[config.mk]
export PLATFORM = sky130hd
export DESIGN_NAME = store_unload
export DESIGN_NICKNAME = d
export VERILOG_FILES = /design/src/rtl/store_pkg.sv /design/src/rtl/store_unload.sv
export SDC_FILE = /design/constraint.sdc
export NUM_CORES = 1
export LEC_CHECK = 0
export ABC_AREA = 1
export CAP_MARGIN = 20
export CORE_ASPECT_RATIO = 1.4
export CORE_MARGIN = 2
export CORE_UTILIZATION = 40
export CTS_CLUSTER_DIAMETER = 120
export DETAILED_ROUTE_END_ITERATION = 10
export PLACE_DENSITY = 0.71
export SYNTH_ARGS = -nofsm -noshare
export SYNTH_HDL_FRONTEND = slang
export SYNTH_SLANG_ARGS = --single-unit
[constraint.sdc]
create_clock -name clk -period 3.6 [get_ports clk]
set_clock_uncertainty 0.1 [all_clocks]
set_input_delay 0.72 -clock clk [delete_from_list [all_inputs] [get_ports clk]]
set_output_delay 0.72 -clock clk [all_outputs]
set_load 0.02 [all_outputs]
[src/rtl/store_pkg.sv]
// Shared definitions for the store/unload tank: operating mode and default sizing.
package store_pkg;

    typedef enum logic {
        FILL  = 1'b0,
        DRAIN = 1'b1
    } mode_e;

    localparam int DEFAULT_N     = 25000;
    localparam int DEFAULT_CBITS = 15;

endpackage

[src/rtl/store_unload.sv]
// Unit-counting tank: fills one unit per accepted input until it holds N units,
// then drains one unit per accepted output until empty, and repeats.
module store_unload
    import store_pkg::*;
#(
    parameter int N     = DEFAULT_N,
    parameter int CBITS = DEFAULT_CBITS
) (
    input  logic             clk,
    input  logic             rst,
    input  logic             in_valid,
    output logic             in_ready,
    output logic             out_valid,
    input  logic             out_ready,
    output logic [CBITS-1:0] level,
    output logic             drain,
    output logic             full,
    output logic             empty
);

    // The level counter must be able to hold the full capacity.
    if (N < 1 || N >= (2 ** CBITS)) begin : g_bad_size
        $error("store_unload: N must satisfy 1 <= N < 2**CBITS");
    end

    localparam logic [CBITS-1:0] CAP = CBITS'(N);
    localparam logic [CBITS-1:0] ONE = CBITS'(1);

    mode_e            mode_q,  mode_d;
    logic [CBITS-1:0] level_q, level_d;
    logic             full_q,  full_d;
    logic             empty_q, empty_d;
    logic             overflow;

    // Handshake outputs depend only on mode, level and reset; the next-state
    // values below then follow from whichever single transfer happens.
    always_comb begin
        overflow  = (level_q > CAP);
        in_ready  = !rst && !overflow && (mode_q == FILL)  && (level_q < CAP);
        out_valid = !rst && !overflow && (mode_q == DRAIN) && (level_q != '0);
        level_d   = level_q;
        mode_d    = mode_q;
        if (overflow) begin
            level_d = CAP;
            mode_d  = DRAIN;
        end else if (in_valid && in_ready) begin
            level_d = level_q + ONE;
        end else if (out_valid && out_ready) begin
            level_d = level_q - ONE;
        end
        if (!overflow) begin
            if (level_d == CAP) begin
                mode_d = DRAIN;
            end else if (level_d == '0) begin
                mode_d = FILL;
            end
        end
        full_d  = (level_d == CAP);
        empty_d = (level_d == '0);
    end

    // Mode, level and status flags all advance together; reset discards any transfer.
    always_ff @(posedge clk) begin
        if (rst) begin
            mode_q  <= FILL;
            level_q <= '0;
            full_q  <= 1'b0;
            empty_q <= 1'b1;
        end else begin
            mode_q  <= mode_d;
            level_q <= level_d;
            full_q  <= full_d;
            empty_q <= empty_d;
        end
    end

    assign level = level_q;
    assign drain = (mode_q == DRAIN);
    assign full  = full_q;
    assign empty = empty_q;

    a_level_bound : assert property (@(posedge clk) disable iff (rst) level_q <= CAP);
    a_exclusive   : assert property (@(posedge clk) !(in_ready && out_valid));
    a_drain_exit  : assert property (@(posedge clk) disable iff (rst) $fell(mode_q == DRAIN) |-> empty_q);
    a_fill_exit   : assert property (@(posedge clk) disable iff (rst) $rose(mode_q == DRAIN) |-> full_q);

endmodule
==> results of run 1 <==
## cell usage after synthesis, types with 3 or more instances
cell type  instances
nand3_1           25
nand2_2            3
nand3_2            5
nor3_1             4
inv_2              5
nand2_1           83
o21ai_1            6
xor2_1             3
inv_1             37
nor2_1            56
dfxtp_1           18
o21ai_0            4
a21oi_1            7
buf_6              3
nor2_2             5
## cells by family (layout without fill, tap and decap cells)
logic type / after synthesis / count (layout) / share of synthesized area
AOI/OAI and AO/OA: 19 / 19 / 0.0613
and+or+nand+nor: 191 / 191 / 0.546
adders and majority gates: 2 / 2 / 0.0153
xor gates and xnor gates: 4 / 4 / 0.0215
DFF: 18 / 18 / 0.221
buffers and inverters: 51 / 73 / 0.136
## metrics by stage
stage / setup slack (ps) / cell area [sq um] / cells / util / power (mW)
2_1_floorplan: 1270 / 1630 / 285 / - / 0.301
3_3_place_gp: 513 / 1880 / 346 / 0.479 / 0.334
3_5_place_dp: 512 / 1880 / 346 / 0.479 / 0.335
4_1_cts: 509 / 1930 / 350 / 0.493 / 0.498
5_1_grt: 348 / 1930 / 350 / 0.493 / 0.519
6_report: 502 / 1930 / 350 / 0.493 / 0.492
## per-layer routing
layer | routed length (um) | vias up | share of wire | GRT usage
li1 | - | 921 | - | -
met1 | 1950 | 795 | 0.45 | 0.251
met2 | 2110 | 41 | 0.49 | 0.353
met3 | 165 | 11 | 0.038 | 0.0162
met4 | 85 | 0 | 0.020 | 0.0651
met5 | 0 | - | 0 | 0
## power groups by stage
stage               Clock (mW)  Combinational [mW]  Sequential, mW
detailed placement           0               0.116           0.218
global route             0.173               0.132           0.215
finish                   0.161               0.117           0.214
CTS                      0.167               0.117           0.214
global placement             0               0.116           0.219
floorplan                    0              0.0782           0.223
## cell type report
| type | count | area [sq um] |
|---|---|---|
| Clock buffer | 4 | 55.1 |
| Sequential cell | 18 | 360 |
| Fill cell | 419 | 1990 |
| Inverter | 44 | 165 |
| Tap cell | 43 | 53.8 |
| Multi-Input combinational cell | 216 | 1050 |
| Timing Repair Buffer | 25 | 245 |
## worst min path at each step
stage | endpoint | depth (start not counted)
6_report | level[13] | 2
5_1_grt | level[13] | 2
4_1_cts | level[13] | 2
3_5_place_dp | level[13] | 2
3_3_place_gp | level[13] | 2
2_1_floorplan | level[13] | 2
## registers in the layout, summed over array words and instances, names as in the netlist
| name | cells |
|---|---|
| level | 15 |
| empty | 1 |
| full | 1 |
| drain | 1 |
## worst max-delay path: cells and delay by family
family | cells | cell delay, ps
buffers and inverters | 3 | 1170
AND/OR/NAND/NOR | 2 | 400
==> impl_metrics.ini, run 1 <==
[sta]
fmax_ghz = 0.323
setup_viol = 0
rsz0062_at_grt = false
worst_pin_slew_ps = 373
finalCriticalPeriod_ps = 3100
final_hold_viol_count = 0
drv_slew = 0
finalCritPeriodShare = 0.861
hold_ws_ps = 460
setup_tns_ps = 0
slew-limit-headroom = 0.751

[cells_and_area]
layout_commonest_cell = nand2_1
layout-drive-gt1-share = 0.104
layout_common_cells = nand2_1, nor2_1, inv_1, nand3_1, clkdlybuf4s50_1
layout.nets = 314
area_growth_pct = 18.2
insertedDiodeCount = 0

[logic_synthesis]
yosysSeqAreaShare = 0.221
avgSynthCellArea_sq_um = 5.73
synth_nets = 291
yosys.area.top_type = dfxtp_1
synth_cell_type_count = 30
ys.flop_type = dfxtp_1
synth.top_cells.by_area = dfxtp_1, nand2_1, nor2_1
synth_edf_count = 0
yosysWarnings = 0
syn_area_sq_um = 1630
syn_inst = 285
synth_top_area_share = 0.221
async_reset_ff_frac = 0
ys_ff_latch = 18

[clock_tree]
path_clk_slew_ps = 60
cts_max_level = 1
clk_latency_ps = 250
numCtsBuffers = 3
cts.sinks = 18
cts_root_buf = clkbuf_8
cts_setup_buffers = 0
cts_resized = 0
hold_buffers = 0
clockBufferDepth = 2
cts_tree = built

[floorplan]
core_sq_um = 3920
start_util = 0.417
die_w_um = 58.0
die_h_um = 79.6
die_area_sq_um = 4620
ios = 24
rows = 27

[power]
leakage_nw = 0.995
clock_power_share = 0.327
ir_drop_mv = 0.230
combinationalPowerShare = 0.238
p_sw_mw = 0.147
swShare = 0.300
power_density_nw_per_um2 = 255
internal-power_mw = 0.345
seq_power_share = 0.434

[critical_path]
path_class = in -> out
cp_common_cell = clkdlybuf4s50_1
ff2ff_path_depth = 15
r2r_end = drain
crit_path_end_kind = output port
crit_chain = clkdlybuf4s50_1, nor2_1, nand3_4, inv_2, clkdlybuf4s50_1
cp-endpoint = out_valid
cp-startpoint = rst
arrival_ps = 2280
rr_startpoint = level[0]
critPathLaunchType = primary input
cp_max_fo = 5
critPathRequiredTime_ps = 2780
regToRegSetupSlack_ps = 1150
slowest_delay_ps = 600
cp_slowest_cell = clkdlybuf4s50_1

[drt]
first_iter_violations = 72
via_per_inst = 5.05
wl_per_cell_um = 12.3
drc_errors = 0
dr_total_vias = 1768
firstDrtPassIters = 4
finalWirelength_mm = 4.31
drtAntennaViolNets = 0

[hold_path]
hp-class = reg -> reg
min_from = level[13]

[global_routing]
grt_pass1_wl_mm = 7.39
grt_antenna_before_repair = 0
grtUsageTotal = 0.200
gr-total-overflow = 0
grt_max_degree = 23
grt_pass1_vias = 1659

[job]
cap_violations = 0

[place]
dp_hpwl_mm = 3.46
gp_congestion = 0.889
numPortBuffers = 23

[outcome]
status = complete, no violations
Power figures use the tool's default switching activity.
==> run 2, diff against run 1 <==
- CTS_CLUSTER_DIAMETER: 120 -> 200
==> results of run 2 <==
No change in the layout: final DEF, timing and power equal those of run 1.
